`config.mk`:
```
export PLATFORM = sky130hd
export DESIGN_NAME = uart_rx_fifo
export DESIGN_NICKNAME = d
export VERILOG_FILES = /design/src/rtl/uart_rx_fifo.sv
export SDC_FILE = /design/constraint.sdc
export NUM_CORES = 1
export LEC_CHECK = 0
export BUFFER_PORTS_ARGS = -buffer_cell sky130_fd_sc_hd__buf_2
export CELL_PAD_IN_SITES_DETAIL_PLACEMENT = 0
export CELL_PAD_IN_SITES_GLOBAL_PLACEMENT = 1
export CORE_AREA = 8 8 159 161
export DETAILED_ROUTE_END_ITERATION = 16
export DIE_AREA = 0 0 167 169
export GPL_TIMING_DRIVEN = 0
export PLACE_DENSITY = 0.67
export SYNTH_ARGS = -nofsm -noshare
export SYNTH_HDL_FRONTEND = slang
export SYNTH_SLANG_ARGS = --single-unit
```
`constraint.sdc`:
```
create_clock -name clk_i -period 3.2 [get_ports clk_i]
set_input_delay 0.48 -clock clk_i [delete_from_list [all_inputs] [get_ports clk_i]]
set_output_delay 0.48 -clock clk_i [all_outputs]
set_load 0.01 [all_outputs]
```
`src/rtl/uart_rx_fifo.sv`:
```
// UART receiver with run-time frame format, 3-sample majority voting and a
// first-word-fall-through output FIFO with sticky overrun.
module uart_rx_fifo #(
    parameter int unsigned DIV_SIZE   = 16,
    parameter int unsigned FIFO_DEPTH = 4
) (
    input  logic                clk_i,
    input  logic                rst_i,
    input  logic                en_i,
    input  logic [1:0]          data_bits_i,
    input  logic                parity_en_i,
    input  logic                parity_odd_i,
    input  logic                stop_bits_i,
    input  logic [DIV_SIZE-1:0] baud_div_i,
    input  logic                rx_i,
    output logic [7:0]          rx_data_o,
    output logic                rx_perr_o,
    output logic                rx_ferr_o,
    output logic                rx_brk_o,
    output logic                rx_valid_o,
    input  logic                rx_ready_i,
    output logic                overrun_o,
    input  logic                overrun_clr_i,
    output logic                busy_o
);

    localparam int unsigned PtrW = (FIFO_DEPTH > 1) ? $clog2(FIFO_DEPTH) : 1;
    localparam logic [PtrW:0]        FifoFull = (PtrW+1)'(FIFO_DEPTH);
    localparam logic [DIV_SIZE-1:0]  CntOne   = DIV_SIZE'(1);

    localparam logic [2:0] StIdle     = 3'd0;
    localparam logic [2:0] StStart    = 3'd1;
    localparam logic [2:0] StData     = 3'd2;
    localparam logic [2:0] StParity   = 3'd3;
    localparam logic [2:0] StStop     = 3'd4;
    localparam logic [2:0] StWaitHigh = 3'd5;

    logic [2:0]          sync_q;
    logic [2:0]          state_q, state_d;
    logic [DIV_SIZE-1:0] cnt_q, cnt_d;
    logic [DIV_SIZE-1:0] div_q, div_d;
    logic [1:0]          dbits_q, dbits_d;
    logic                par_en_q, par_en_d;
    logic                par_odd_q, par_odd_d;
    logic                stop2_q, stop2_d;
    logic [2:0]          bit_idx_q, bit_idx_d;
    logic [7:0]          shreg_q, shreg_d;
    logic                pbit_q, pbit_d;
    logic                s0_q, s0_d, s1_q, s1_d;
    logic                ferr_q, ferr_d;
    logic                brk_q, brk_d;
    logic                stop_idx_q, stop_idx_d;

    logic                rx, vote, last_data, perr, brk_now, stop_ferr, push;
    logic [DIV_SIZE-1:0] half;
    logic                at_s0, at_s1, at_vote, at_end;
    logic [10:0]         push_word;

    assign rx        = sync_q[2];
    assign half      = div_q >> 1;
    assign at_s0     = (cnt_q == half - CntOne);
    assign at_s1     = (cnt_q == half);
    assign at_vote   = (cnt_q == half + CntOne);
    assign at_end    = (cnt_q == div_q - CntOne);
    assign vote      = (s0_q & s1_q) | (s0_q & rx) | (s1_q & rx);
    assign last_data = (bit_idx_q == ({1'b0, dbits_q} + 3'd4));
    assign perr      = par_en_q & ((^shreg_q ^ pbit_q) != par_odd_q);
    assign stop_ferr = ferr_q | ~vote;
    // Break is judged on the first stop bit; pbit_q stays 0 when no parity bit.
    assign brk_now   = stop_idx_q ? brk_q : ((shreg_q == 8'h00) & ~pbit_q & ~vote);
    assign push_word = {brk_now, stop_ferr, perr, shreg_q};

    always_comb begin
        state_d    = state_q;
        cnt_d      = at_end ? '0 : cnt_q + CntOne;
        div_d      = div_q;
        dbits_d    = dbits_q;
        par_en_d   = par_en_q;
        par_odd_d  = par_odd_q;
        stop2_d    = stop2_q;
        bit_idx_d  = bit_idx_q;
        shreg_d    = shreg_q;
        pbit_d     = pbit_q;
        s0_d       = at_s0 ? rx : s0_q;
        s1_d       = at_s1 ? rx : s1_q;
        ferr_d     = ferr_q;
        brk_d      = brk_q;
        stop_idx_d = stop_idx_q;
        push       = 1'b0;
        unique case (state_q)
            StIdle: begin
                cnt_d = '0;
                if (en_i && !rx) begin
                    // The edge cycle itself counts as c = 0.
                    cnt_d      = CntOne;
                    div_d      = baud_div_i;
                    dbits_d    = data_bits_i;
                    par_en_d   = parity_en_i;
                    par_odd_d  = parity_odd_i;
                    stop2_d    = stop_bits_i;
                    bit_idx_d  = 3'd0;
                    shreg_d    = 8'h00;
                    pbit_d     = 1'b0;
                    ferr_d     = 1'b0;
                    brk_d      = 1'b0;
                    stop_idx_d = 1'b0;
                    state_d    = StStart;
                end
            end
            StStart: begin
                if (at_vote && vote) begin
                    state_d = StIdle;
                    cnt_d   = '0;
                end else if (at_end) begin
                    state_d = StData;
                end
            end
            StData: begin
                if (at_vote) shreg_d[bit_idx_q] = vote;
                if (at_end) begin
                    if (last_data) state_d = par_en_q ? StParity : StStop;
                    else           bit_idx_d = bit_idx_q + 3'd1;
                end
            end
            StParity: begin
                if (at_vote) pbit_d = vote;
                if (at_end)  state_d = StStop;
            end
            StStop: begin
                if (at_vote) begin
                    ferr_d = stop_ferr;
                    brk_d  = brk_now;
                    if (!stop2_q || stop_idx_q) begin
                        push    = 1'b1;
                        cnt_d   = '0;
                        state_d = stop_ferr ? StWaitHigh : StIdle;
                    end
                end else if (at_end) begin
                    stop_idx_d = 1'b1;
                end
            end
            StWaitHigh: begin
                cnt_d = '0;
                if (rx) state_d = StIdle;
            end
            default: begin
                cnt_d   = '0;
                state_d = StIdle;
            end
        endcase
        if (!en_i && state_q != StIdle) begin
            state_d = StIdle;
            cnt_d   = '0;
            push    = 1'b0;
        end
    end

    always_ff @(posedge clk_i) begin
        if (rst_i) begin
            sync_q     <= 3'b111;
            state_q    <= StIdle;
            cnt_q      <= '0;
            div_q      <= '0;
            dbits_q    <= 2'b00;
            par_en_q   <= 1'b0;
            par_odd_q  <= 1'b0;
            stop2_q    <= 1'b0;
            bit_idx_q  <= 3'd0;
            shreg_q    <= 8'h00;
            pbit_q     <= 1'b0;
            s0_q       <= 1'b1;
            s1_q       <= 1'b1;
            ferr_q     <= 1'b0;
            brk_q      <= 1'b0;
            stop_idx_q <= 1'b0;
        end else begin
            sync_q     <= {sync_q[1:0], rx_i};
            state_q    <= state_d;
            cnt_q      <= cnt_d;
            div_q      <= div_d;
            dbits_q    <= dbits_d;
            par_en_q   <= par_en_d;
            par_odd_q  <= par_odd_d;
            stop2_q    <= stop2_d;
            bit_idx_q  <= bit_idx_d;
            shreg_q    <= shreg_d;
            pbit_q     <= pbit_d;
            s0_q       <= s0_d;
            s1_q       <= s1_d;
            ferr_q     <= ferr_d;
            brk_q      <= brk_d;
            stop_idx_q <= stop_idx_d;
        end
    end

    assign busy_o = (state_q != StIdle);

    // Output FIFO, {brk, ferr, perr, data[7:0]} per entry.
    logic [10:0]     mem_q [FIFO_DEPTH];
    logic [PtrW-1:0] wr_ptr_q, rd_ptr_q;
    logic [PtrW:0]   count_q, count_d;
    logic            overrun_q, overrun_d;
    logic            pop, full, accept, ovr_set;
    logic [10:0]     head;

    assign pop     = rx_valid_o & rx_ready_i;
    assign full    = (count_q == FifoFull);
    assign accept  = push & (~full | pop);
    assign ovr_set = push & full & ~pop;

    always_comb begin
        count_d = count_q;
        if (accept && !pop)      count_d = count_q + 1'b1;
        else if (!accept && pop) count_d = count_q - 1'b1;
        overrun_d = ovr_set | (overrun_q & ~overrun_clr_i);
    end

    always_ff @(posedge clk_i) begin
        if (rst_i) begin
            wr_ptr_q  <= '0;
            rd_ptr_q  <= '0;
            count_q   <= '0;
            overrun_q <= 1'b0;
        end else begin
            if (accept) wr_ptr_q <= wr_ptr_q + 1'b1;
            if (pop)    rd_ptr_q <= rd_ptr_q + 1'b1;
            count_q   <= count_d;
            overrun_q <= overrun_d;
        end
    end

    always_ff @(posedge clk_i) begin
        if (accept) mem_q[wr_ptr_q] <= push_word;
    end

    assign head       = mem_q[rd_ptr_q];
    assign rx_valid_o = (count_q != '0);
    assign rx_data_o  = rx_valid_o ? head[7:0] : 8'h00;
    assign rx_perr_o  = rx_valid_o & head[8];
    assign rx_ferr_o  = rx_valid_o & head[9];
    assign rx_brk_o   = rx_valid_o & head[10];
    assign overrun_o  = overrun_q;

endmodule

```
==> reports/qor.txt <==
slew margin rel. - 41.8%
die extent in y - 169 µm
Yosys warnings - 0
Final Slew Violations - 0
Netlist cell types - 81
area grow syn2layout - 25.6%
Setup crit start kind - flip-flop
Pleak - 3.15 nW
vias in the first global route - 5553
Synth Register Bits - 114
Hold Vio Cnt, Final - 0
drt wl/cell - 16.9 µm
die area - 0.0282 mm²
gr usage total - 13.6%
IO buf count - 39
CP bufs+invs - 1
final net count - 865
CTS sink cnt - 114
setup_tns - 0 ns
first-pass GRT wire length - 30600 µm
P per Cell Area - 457 mW/mm²
worst vdd ir - 0.264 mV
Async S/R FF share, synth - 0%
Skew-Pair Late Insertion Delay - 0.42 ns
initial antenna violation count - 0
Max Clk Rate - 320 MHz
period utilization - 97.6%
CP Max Fanout - 5
Synth Instances - 730
Setup CP Type - flip-flop to flip-flop
share of cells above drive strength 1 - 23.2%
largest net degree at the start of global routing - 17
Post-Syn Area - 0.00671 mm²
Filler Cell Count - 2310
final setup violating endpoints - 0
commonest non-fill, non-tap cells in the layout - nand2_1, dfxtp_1, nor2_1
Post-Route WL - 19000 µm
ANT nets after route - 0
syn_nets - 772
DP HPWL - 13600 µm
syn avg cell area - 9.19 µm²
First DRT Iteration DRCs - 441
Crit path required time - 3.54 ns
Root Buffer - clkbuf_16
RSZ-0062 raised after global routing - true
number of flops mapped to enable cells by yosys - 44
Vias per Instance - 5.08
antenna cells - 0
slowest CP cell - dfxtp_1
Arrival @ worst endpoint - 3.46 ns
cell family with the largest share of critical-path delay - simple AND/OR/NAND/NOR gates
ordered cell list for the critical path - xor2_4 > nand3_1 > a211o_1 > a22oi_2 > nand4_4 > nor4_4 > ha_2 > inv_2 > fa_2 > xor2_1 > or3_1 > a21oi_1
Placer Congestion - 0.848
CTS tree - built
total power - 3.85 mW
via count - 5721
DRC - 0
Min Hold Slack - 0.238 ns
commonest non-fill, non-tap cell in the layout - nand2_1
Num CTS Buffers - 17
Worst Hold Class - primary input to flip-flop
core area - 0.0229 mm²
Max Buffers Root-to-Sink - 2
H-tree depth - 4
fin crit period - 3.12 ns
CTS clk-pin slew, worst paths - 0.06 ns
clk_skew - 0.0110 ns
status - complete, no violations
Post-synth top flop - dfxtp_1
Top Ports - 41
Slowest Stage Delay on Critical Path - 0.49 ns
slew at the pin closest to its max-slew limit - 0.873 ns
Seq/Total Area, Yosys - 40.6%
gr ovfl total - 0
max cap viols - 0
FP Rows - 56
First-pass DRT Iterations - 5
Initial Util - 29.3%
width of the die - 167 µm
Worst setup EP type - flip-flop
==> path summary, 6_finish.rpt <==
check	startpoint	end	slack [ns]	cells past startpoint
setup / recovery	cnt_q[12]	count_q[2]	0.08	12
hold / removal	rx_i	sync_q[0]	0.24	2
setup reg to reg	cnt_q[12]	count_q[2]	0.08	12
hold reg to reg	sync_q[0]	sync_q[1]	0.42	1
==> state kept, by name (all words and copies together), names as in the netlist, 2 cells and up, named ones only <==
signal / flops
state_q: 3
cnt_q: 16
dbits_q: 2
mem_q: 44
wr_ptr_q: 2
shreg_q: 8
div_q: 16
rd_ptr_q: 2
bit_idx_q: 3
sync_q: 3
count_q: 3
==> through the flow <==
stage | setup WS [ns] | cells | instance area, µm² | util, %
5_1_grt | -0.0986 | 1126 | 8430 | 36.8
6_report | 0.0765 | 1126 | 8430 | 36.8
4_1_cts | -0.132 | 1110 | 8190 | 35.8
3_5_place_dp | -0.582 | 1059 | 7300 | 31.9
3_3_place_gp | -0.494 | 1059 | 7300 | 31.9
2_1_floorplan | 0.00238 | 730 | 6750 | -
==> layer usage <==
metal,vias to the layer above,track usage [%],share of wire (%)
li1,2805,-,-
met1,2757,18.0,48
met2,141,21.6,46
met3,18,3.24,4.9
met4,0,4.39,1.0
met5,-,0,0
==> cell usage after synthesis (6+ instances only) <==
library cell  instances  area share, %
nand2_1              85            4.8
dfxtp_1              70             21
nor2_1               61            3.4
edfxtp_1             44             20
xnor2_1              42            5.5
a21oi_1              38            2.8
clkbuf_1             32            1.8
inv_1                31            1.7
xor2_1               28            3.7
o21ai_0              23            1.7
nand3_1              22            1.6
and2_1               19            1.8
nand4_1              19            1.8
ha_1                 14            2.6
nor3_1               14            1.0
nor4_1               12            1.1
mux4_2               11            3.7
a31oi_1              10           0.93
nor2b_1               9           0.84
buf_2                 8           0.60
and3_1                7           0.65
mux2i_1               7            1.0
nand3b_1              7           0.78
nand2b_1              6           0.56
o211ai_1              6           0.67
or3_1                 6           0.56
==> where the power goes <==
part	switching, mW	internal (mW)	leakage, nW	total [mW]
Combinational	0.256	0.166	1.87	0.422
Sequential	0.0114	1.51	0.995	1.52
Clock	0.803	1.11	0.286	1.91
Total	1.07	2.78	3.15	3.85
==> repair_timing <==
item | 4_1_cts | 5_1_grt
resized for setup | 30 | 24
setup buffers | 24 | 18
endpoints found under the setup margin | 69 | 63
pin swaps | 13 | 12
hold buffers | 0 | 0
==> layout make-up <==
class                           count  area (µm²)  area share [%]
Multi-Input combinational cell    533        3840            45.5
Sequential cell                   114        2740            32.5
Timing Repair Buffer               81         527            6.25
Clock buffer                       17         425            5.05
Tap cell                          290         363            4.30
Buffer                             45         258            3.06
Clock inverter                     15         159            1.88
Inverter                           31         116            1.38
==> worst register-to-register path: stages, from the launching register on <==
cell     delay [ns]
dfxtp_1        0.49
xor2_4         0.26
nand3_1        0.11
a211o_1        0.35
a22oi_2        0.29
nand4_4        0.16
nor4_4         0.21
ha_2           0.24
inv_2          0.04
fa_2           0.32
xor2_1         0.15
or3_1          0.30
a21oi_1        0.12
==> logic make-up after synthesis <==
kind of cell	count (synthesis)	share of synthesized area, %
simple gates	301	24.0
flops	114	40.6
fa+ha+maj	16	3.06
compound gates	124	12.4
mux	21	5.24
xor+xnor	71	9.38
buf+inv	83	5.31
Note: power is estimated with default switching activity, not from simulation.
